[src/rtl/conv_frame_encoder_pkg.sv]
// Shared definitions for the K=3 rate-1/2 convolutional code (encoder and viterbi_decoder).
// Latency: n/a (constants, types and a combinational helper only).
// Backpressure: n/a.
//
// Contents:
//   CONV_DATA_W  default information bits per frame
//   CONV_K       constraint length (2 state bits + current input)
//   CONV_G0/G1   generator polynomials, bit2 taps the current input u
//   conv_state_e frame FSM state {IDLE, ENC, DONE}
//   conv_branch  {u,s1,s2} -> {c0,c1} for the default generators
package conv_pkg;

    localparam int       CONV_DATA_W = 8;
    localparam int       CONV_K      = 3;
    localparam logic [2:0] CONV_G0   = 3'b111;
    localparam logic [2:0] CONV_G1   = 3'b101;

    typedef enum logic [1:0] {
        IDLE = 2'd0,
        ENC  = 2'd1,
        DONE = 2'd2
    } conv_state_e;

    // Branch output for one trellis step: the register vector is ordered
    // {u, s1, s2} so generator bit2 always taps the newest bit.
    function automatic logic [1:0] conv_branch(input logic u,
                                               input logic s1,
                                               input logic s2);
        logic [2:0] reg_v;
        reg_v = {u, s1, s2};
        return {^(reg_v & CONV_G0), ^(reg_v & CONV_G1)};
    endfunction

endpackage : conv_pkg

[src/rtl/conv_frame_encoder_bit_step.sv]
// One trellis step of the K=3 rate-1/2 code: {u,s1,s2} -> {c0,c1} and next {s1,s2}.
// Latency: purely combinational, zero cycles.
// Backpressure: none; the caller decides when the step is committed.
//
// Ports:
//   u_i, s1_i, s2_i   current input bit and shift-register state (s1 = newest)
//   c0_o, c1_o        code bits for generators G0 and G1
//   s1_nxt_o/s2_nxt_o state after shifting u in
module conv_bit_step
    import conv_pkg::*;
#(
    parameter logic [2:0] G0 = CONV_G0,
    parameter logic [2:0] G1 = CONV_G1
) (
    input  logic u_i,
    input  logic s1_i,
    input  logic s2_i,
    output logic c0_o,
    output logic c1_o,
    output logic s1_nxt_o,
    output logic s2_nxt_o
);

    logic [2:0] reg_v;

    assign reg_v    = {u_i, s1_i, s2_i};
    assign c0_o     = ^(reg_v & G0);
    assign c1_o     = ^(reg_v & G1);
    // Shift: the oldest bit s2 falls off, u becomes the newest state bit.
    assign s1_nxt_o = u_i;
    assign s2_nxt_o = s1_i;

endmodule : conv_bit_step

[src/rtl/conv_frame_encoder.sv]
// Frame-based rate-1/2 K=3 convolutional encoder, MSB first, zero start state per frame.
// Latency: accept at edge T0, o_done high after edge T(DATA_W), o_ready back after T(DATA_W+1).
// Backpressure: o_ready low while busy; i_valid is ignored (source holds) until IDLE; en=0 freezes all.
//
// Ports:
//   clk, rst    rising-edge clock, synchronous active-high reset (wins over en)
//   en          global enable; low holds FSM, counter, shift register and outputs
//   i_valid     i_data valid, accepted when o_ready & en
//   o_ready     encoder idle
//   i_data      information frame, bit DATA_W-1 encoded first
//   o_data      codeword, pair k at bits [2*DATA_W-1-2k -: 2] = {c0,c1}
//   o_done      codeword-valid strobe, one enabled cycle wide
//   i_err_mask  (only with ERR_INJECT_EN) XORed onto the codeword to model channel errors
module conv_frame_encoder
    import conv_pkg::*;
#(
    parameter int         DATA_W = CONV_DATA_W,
    parameter logic [2:0] G0     = CONV_G0,
    parameter logic [2:0] G1     = CONV_G1
) (
    input  logic                clk,
    input  logic                rst,
    input  logic                en,
    input  logic                i_valid,
    output logic                o_ready,
    input  logic [DATA_W-1:0]   i_data,
    output logic [2*DATA_W-1:0] o_data,
    output logic                o_done
`ifdef ERR_INJECT_EN
    ,
    input  logic [2*DATA_W-1:0] i_err_mask
`endif
);

    localparam int CNT_W = $clog2(DATA_W + 1);

    conv_state_e         state_q;
    logic [DATA_W-1:0]   data_q;     // remaining info bits, next bit in the MSB
    logic                s1_q;
    logic                s2_q;
    logic [CNT_W-1:0]    cnt_q;      // bits already encoded in this frame
    logic [2*DATA_W-1:0] cw_q;       // codeword under assembly, newest pair in the LSBs
    logic [2*DATA_W-1:0] o_data_q;
    logic                o_ready_q;
    logic                o_done_q;
`ifdef ERR_INJECT_EN
    logic [2*DATA_W-1:0] mask_q;
`endif

    logic                u;
    logic                c0;
    logic                c1;
    logic                s1_d;
    logic                s2_d;
    logic [2*DATA_W-1:0] cw_d;
    logic                last_bit;

    assign u = data_q[DATA_W-1];

    conv_bit_step #(
        .G0 (G0),
        .G1 (G1)
    ) u_step (
        .u_i      (u),
        .s1_i     (s1_q),
        .s2_i     (s2_q),
        .c0_o     (c0),
        .c1_o     (c1),
        .s1_nxt_o (s1_d),
        .s2_nxt_o (s2_d)
    );

    // Shifting pairs in from the right leaves pair 0 in the top two bits
    // once all DATA_W pairs are in.
    always_comb begin
        cw_d     = {cw_q[2*DATA_W-3:0], c0, c1};
        last_bit = (cnt_q == CNT_W'(DATA_W - 1));
    end

    always_ff @(posedge clk) begin
        if (rst) begin
            state_q   <= IDLE;
            data_q    <= '0;
            s1_q      <= 1'b0;
            s2_q      <= 1'b0;
            cnt_q     <= '0;
            cw_q      <= '0;
            o_data_q  <= '0;
            o_ready_q <= 1'b1;
            o_done_q  <= 1'b0;
`ifdef ERR_INJECT_EN
            mask_q    <= '0;
`endif
        end else if (en) begin
            case (state_q)
                IDLE: begin
                    if (i_valid && o_ready_q) begin
                        data_q    <= i_data;
                        s1_q      <= 1'b0;
                        s2_q      <= 1'b0;
                        cnt_q     <= '0;
                        cw_q      <= '0;
                        o_ready_q <= 1'b0;
                        state_q   <= ENC;
`ifdef ERR_INJECT_EN
                        mask_q    <= i_err_mask;
`endif
                    end
                end
                ENC: begin
                    data_q <= {data_q[DATA_W-2:0], 1'b0};
                    s1_q   <= s1_d;
                    s2_q   <= s2_d;
                    cw_q   <= cw_d;
                    cnt_q  <= cnt_q + CNT_W'(1);
                    if (last_bit) begin
`ifdef ERR_INJECT_EN
                        o_data_q <= cw_d ^ mask_q;
`else
                        o_data_q <= cw_d;
`endif
                        o_done_q <= 1'b1;
                        state_q  <= DONE;
                    end
                end
                DONE: begin
                    o_done_q  <= 1'b0;
                    o_ready_q <= 1'b1;
                    state_q   <= IDLE;
                end
                default: begin
                    o_done_q  <= 1'b0;
                    o_ready_q <= 1'b1;
                    state_q   <= IDLE;
                end
            endcase
        end
    end

    assign o_data  = o_data_q;
    assign o_ready = o_ready_q;
    assign o_done  = o_done_q;

endmodule : conv_frame_encoder

[config.mk]
export PLATFORM = sky130hd
export DESIGN_NAME = conv_frame_encoder
export DESIGN_NICKNAME = d
export VERILOG_FILES = /design/src/rtl/conv_frame_encoder_pkg.sv /design/src/rtl/conv_frame_encoder_bit_step.sv /design/src/rtl/conv_frame_encoder.sv
export SDC_FILE = /design/constraint.sdc
export NUM_CORES = 1
export LEC_CHECK = 0
export ABC_AREA = 1
export CAP_MARGIN = 15
export CORE_MARGIN = 4
export CORE_UTILIZATION = 57
export CTS_CLUSTER_DIAMETER = 150
export DETAILED_ROUTE_END_ITERATION = 7
export PLACE_DENSITY = 0.81
export SYNTH_ARGS = -nofsm -noshare
export SYNTH_HDL_FRONTEND = slang
export SYNTH_HIERARCHICAL = 1
export SYNTH_SLANG_ARGS = --single-unit
[constraint.sdc]
create_clock -name clk -period 2.1 [get_ports clk]
set_input_delay 0.315 -clock clk [delete_from_list [all_inputs] [get_ports clk]]
set_output_delay 0.315 -clock clk [all_outputs]
set_load 0.1 [all_outputs]
==> results of run 1 <==
==> final cells by class <==
type	count	area, um2
fillers	302	1070
well taps	46	57.6
inverters	21	95.1
clock buffers	7	65.1
flip-flops and latches	48	961
repair buffers	32	268
multi-input cells	192	901
==> power breakdown <==
part | switching, mW | leakage [nW] | internal (mW)
combinational | 0.140 | 0.566 | 0.0783
clock | 0.274 | 0.0374 | 0.190
sequential | 0.0152 | 0.389 | 0.935
==> kinds of logic after synthesis <==
family,after synthesis
DFF,48
adders and majority gates,1
and+or+nand+nor,144
AOI/OAI and AO/OA,47
buffers and inverters,36
==> flip-flops by register name, summed over array words and instances, names as in the netlist <==
| name | flops |
|---|---|
| cnt_q | 4 |
| cw_q | 14 |
| data_q | 8 |
| o_data | 16 |
| o_done | 1 |
| o_ready | 1 |
| s1_q | 1 |
| s2_q | 1 |
| state_q | 2 |
==> placed cells by master (no fill, tap or decap), drive strengths merged, types with 7 or more instances in the layout <==
| master | instances |
|---|---|
| nand2 | 82 |
| dfxtp | 48 |
| nor2 | 47 |
| a21oi | 25 |
| buf | 21 |
| inv | 20 |
| o21ai | 20 |
| nand3 | 14 |
| clkdlybuf4s50 | 11 |
| clkbuf | 7 |
==> worst max-delay path, stage by stage, from the launching register on <==
cell	delay (ps)
dfxtp_1	420
ha_1	230
nand3_1	140
inv_2	170
nand2_8	120
inv_4	180
nor2_1	70
nor2_1	90
==> metal layers <==
metal  up-vias  track usage
met5         -            0
met4         0       0.0521
met3         4       0.0443
met2        26        0.304
met1       761        0.245
li1        915            -
==> Yosys cell counts <==
cell type / count
nand4_1: 1
inv_4: 1
nor2_8: 1
nand2_4: 2
nand2_1: 78
nand2_8: 1
clkbuf_1: 4
o21ai_1: 10
inv_1: 17
buf_1: 1
buf_8: 1
buf_4: 7
o211ai_1: 1
nor2_1: 34
dfxtp_1: 48
nor2_4: 1
bufinv_8: 1
nand3_1: 14
a21oi_1: 25
o211a_1: 1
o21ai_0: 10
inv_2: 2
nand2_2: 1
nor2_2: 11
ha_1: 1
buf_6: 2
==> path summary, 6_finish.rpt <==
path | start | end | cells after the start
min | o_data[11]$_SDFFE_PP0P_ | o_data[11]$_SDFFE_PP0P_ | 2
min reg2reg | o_data[11]$_SDFFE_PP0P_ | o_data[11]$_SDFFE_PP0P_ | 2
max | cnt_q[0]$_SDFFE_PP0P_ | o_data[14]$_SDFFE_PP0P_ | 7
max reg2reg | cnt_q[0]$_SDFFE_PP0P_ | o_data[14]$_SDFFE_PP0P_ | 7
==> results_dict.tcl, run 1 <==
set metrics [dict create \
    status "completed" \
    synthAdderAreaFrac 0.00606 \
    setup-tns-final_ps 0 \
    ctsHtreeMaxLevel 2 \
    std_cell_rows 21 \
    via_count 1706 \
    drive_gt1_frac 0.163 \
    cts_num_sinks 48 \
    synth_area_per_cell_um2 7.48 \
    drtIter0Drc 121 \
    ys_warn_count 6 \
    grt_max_degree 36 \
    hold_buffers 0 \
    cts_tree "done" \
    critPathLaunchType "flop" \
    cts.path.max_buffers 2 \
    synth_compound_area_frac 0.118 \
    final_cell_area_um2 2350 \
    antenna_cells 0 \
    die_h_um 68.2 \
    ys_ff_latch 48 \
    route.met3.wl_um 170 \
    place_area_um2 2280 \
    fin_crit_sh 0.693 \
    drt_wl_total_um 3680 \
    initial_core_util 0.605 \
    hold_slack_ps 475 \
    ir_drop_mv 0.499 \
    crit_required_ps 2410 \
    clk_latency_ps 360 \
    total_power_mw 1.63 \
    port_buffers 29 \
    dr_wl_met2_um 1720 \
    synthXorXnorAreaFrac 0 \
    io_pins 30 \
    finClkSkew_ps 7.27 \
    grt_pass1_wl_um 6690 \
    synth_cells 276 \
    routedWlPerCell_um 10.6 \
    critical_path.max_fanout 19 \
    gr-total-overflow 0 \
    period_needed_ps 1460 \
    cts_root_buffer "clkbuf_4" \
    wl_met1_um 1760 \
    drc_errors 0 \
    area_growth_pct 13.6 \
    postCtsSetupBuffers 0 \
    slew_violations 0 \
    vias_per_cell 4.93 \
    die_x_um 68.2 \
    yosysSeqAreaShare 0.465 \
    dp.cells 339 \
    maxCapViolCount 0 \
    path_clk_slew_ps 130 \
    leakage_nw 0.992 \
    setup_viol 0 \
    syn-cell-area_um2 2070 \
    synth_cell_types 26 \
    hold_class "flop to flop" \
    rsz0062_at_grt "no" \
    synth_fp_nets 289 \
    numCtsBuffers 5 \
    antenna_found_initial 0 \
    worst_slew_pin_slew_ps 353 \
    fin_cells 346 \
    grt_pass1_vias 1583 \
    synth_top_family_by_area "simple AND/OR/NAND/NOR gates" \
    max_freq_mhz 687 \
    grtUsageTotal 0.186 \
    gp_congestion 0.809 \
    layout.nets 313 \
    power_density_nw_per_um2 695 \
    top_layer "met4" \
    final_util 0.687 \
    synth_area_leaders "dfxtp_1 47%, nand2_1 14%, nor2_1 6.2%" \
    relSlewSlack 0.765 \
    layout_setup_ws_ps 644 \
    synth-simple-area-share 0.313 \
    ant_nets 0 \
    dp_slack_ps 287 \
    dieArea_um2 4650 \
    fp.coreArea_um2 3420 \
    reg2reg_slack_ps 640 \
    drt-pass1-iter-count 4 \
    endpoint_kind "flop" \
    synth_top_area_share 0.465 \
    hold_violations 0 \
    cts_resized 0 \
    path_class "flop to flop" \
    muxShareOfSynthArea 0 \
    hpwl_um 2580 \
    worstPathArrival_ps 1760 \
    synth.largest_area_cell "dfxtp_1" \
]
No activity file was read; power rests on OpenSTA's default activity.
==> run 2: changes to the inputs <==
--- a/config.mk
+++ b/config.mk
@@ -8,10 +8,10 @@
 export ABC_AREA = 1
 export CAP_MARGIN = 15
 export CORE_MARGIN = 4
-export CORE_UTILIZATION = 57
+export CORE_UTILIZATION = 53
 export CTS_CLUSTER_DIAMETER = 150
 export DETAILED_ROUTE_END_ITERATION = 7
-export PLACE_DENSITY = 0.81
+export PLACE_DENSITY = 0.76
 export SYNTH_ARGS = -nofsm -noshare
 export SYNTH_HDL_FRONTEND = slang
 export SYNTH_HIERARCHICAL = 1
==> constraint.sdc (replaced) <==
create_clock -name clk -period 1.5 [get_ports clk]
set_input_delay 0.225 -clock clk [delete_from_list [all_inputs] [get_ports clk]]
set_output_delay 0.225 -clock clk [all_outputs]
set_load 0.1 [all_outputs]
==> results_dict.tcl, run 2 (synthesized netlist as in run 1, its figures left out) <==
set metrics [dict create \
    numCtsBuffers 5 \
    leakage_nw 1.12 \
    initial_core_util 0.556 \
    grt_max_degree 26 \
    cts.path.max_buffers 2 \
    hpwl_um 2770 \
    critical_path.max_fanout 19 \
    fp.coreArea_um2 3720 \
    worst_slew_pin_slew_ps 270 \
    final_cell_area_um2 2730 \
    max_freq_mhz 729 \
    rsz0062_at_grt "no" \
    path_class "flop to flop" \
    cts_resized 0 \
    critPathLaunchType "flop" \
    crit_required_ps 1740 \
    path_clk_slew_ps 90 \
    seq_power_share 0.506 \
    slew_violations 0 \
    hold_buffers 0 \
    switching_share 0.253 \
    p_clk_frac 0.355 \
    cts_num_sinks 48 \
    area_growth_pct 32.1 \
    vias_per_cell 4.98 \
    antenna_found_initial 0 \
    p_sw_uw 667 \
    hold_path_end "cw_q[13]$_SDFFE_PP0P_" \
    die_x_um 70.4 \
    drtIter0Drc 89 \
    fin_crit_sh 0.915 \
    n_fill_cell 274 \
    drc_errors 0 \
    hold_class "flop to flop" \
    dp.cells 349 \
    p_int_mw 1.97 \
    rr_endpoint "o_data[13]$_SDFFE_PP0P_" \
    die_h_um 70.4 \
    setup-tns-final_ps 0 \
    relSlewSlack 0.820 \
    setup_viol 0 \
    ant_nets 0 \
    routedWlPerCell_um 11.2 \
    via_count 1778 \
    drt_wl_total_um 4000 \
    comb_power_share 0.139 \
    io_pins 30 \
    hold_violations 0 \
    place_area_um2 2610 \
    period_needed_ps 1370 \
    status "completed" \
    grt_pass1_wl_um 7070 \
    port_buffers 29 \
    antenna_cells 0 \
    grt_pass1_vias 1641 \
    ir_drop_mv 0.704 \
    drive_gt1_frac 0.194 \
    fin_cells 357 \
    postCtsSetupBuffers 0 \
    cts_root_buffer "clkbuf_8" \
    cts_tree "done" \
    std_cell_rows 22 \
    layout_common_cells "78 x nand2_1, 46 x dfxtp_1, 34 x nor2_1" \
    gr-total-overflow 0 \
    whs_path_depth 2 \
    largest_reg_flops 16 \
    power_density_nw_per_um2 965 \
    layout.nets 321 \
    reg2reg_depth 7 \
    ctsHtreeMaxLevel 2 \
    total_power_mw 2.63 \
    gp_congestion 0.819 \
    r2r-start "cnt_q[1]$_SDFFE_PP0P_" \
    final_util 0.734 \
    worstPathArrival_ps 1620 \
    clk_latency_ps 300 \
    drt-pass1-iter-count 4 \
    grtUsageTotal 0.173 \
    maxCapViolCount 0 \
    layout_commonest_cell "nand2_1" \
    finClkSkew_ps 4.74 \
    endpoint_kind "flop" \
    reg2reg_slack_ps 130 \
    hp-start "cw_q[13]$_SDFFE_PP0P_" \
    dieArea_um2 4960 \
]
[run 2: cell types whose count changed in the layout (fill, tap and decap cells not counted), moves of 2 or more]
cell / previous run / this run
buf_12: 0 / 21
buf_4: 21 / 8
clkbuf_4: 5 / 0
clkbuf_8: 2 / 5
clkinv_4: 0 / 2
dfxtp_1: 48 / 46
dfxtp_2: 0 / 2
[run 2: area by class of cell]
cell class	count	area [um2]	share of cell area
tap	48	60.1	0.0220
clock buffer	5	68.8	0.0252
sequential	48	963	0.353
multi-input combinational	192	901	0.330
clock inverter	3	47.5	0.0174
timing repair buffer	40	591	0.216
inverter	21	97.6	0.0358
[run 2: through the flow]
step	hold slack [ps]	setup WS (ps)
2_1_floorplan	421	104
3_3_place_gp	444	-53.3
3_5_place_dp	460	-86.4
4_1_cts	472	56.0
5_1_grt	494	2.03
6_report	469	128
[run 2: metal layers]
metal | global-route usage | wire (um) | up-vias | share of wire
li1 | - | - | 935 | -
met1 | 0.211 | 1790 | 791 | 0.45
met2 | 0.290 | 1940 | 40 | 0.49
met3 | 0.0460 | 164 | 12 | 0.041
met4 | 0.0638 | 95 | 0 | 0.024
met5 | 0 | 0 | - | 0
[run 2: worst max-delay path by stage]
stage                          start                      end  slack, ps  cells past startpoint
2_1_floorplan   o_ready$_SDFFE_PP1P_   data_q[0]$_SDFFE_PP0P_        100                      6
3_5_place_dp                      en  o_data[13]$_SDFFE_PP0P_        -90                      7
5_1_grt        cnt_q[1]$_SDFFE_PP0P_   o_data[2]$_SDFFE_PP0P_          2                      6
6_report       cnt_q[1]$_SDFFE_PP0P_  o_data[13]$_SDFFE_PP0P_        130                      7
4_1_cts        cnt_q[0]$_SDFFE_PP0P_  o_data[13]$_SDFFE_PP0P_         60                      7
3_3_place_gp                      en   o_data[8]$_SDFFE_PP0P_        -50                      7
[run 2: power by group through the flow]
stage	combinational, mW	clock [mW]	sequential [mW]
final	0.366	0.936	1.33
after global routing	0.408	1.02	1.34
after CTS	0.369	0.958	1.33
after detailed placement	0.364	0	1.36
after global placement	0.357	0	1.36
after floorplan	0.234	0	1.38
[run 2: critical path: stages, from the launching register on]
cell,delay (ps)
dfxtp_1,380
ha_1,210
nand3_1,130
inv_2,160
nand2_8,130
inv_6,150
nor2_1,60
nor2_1,100
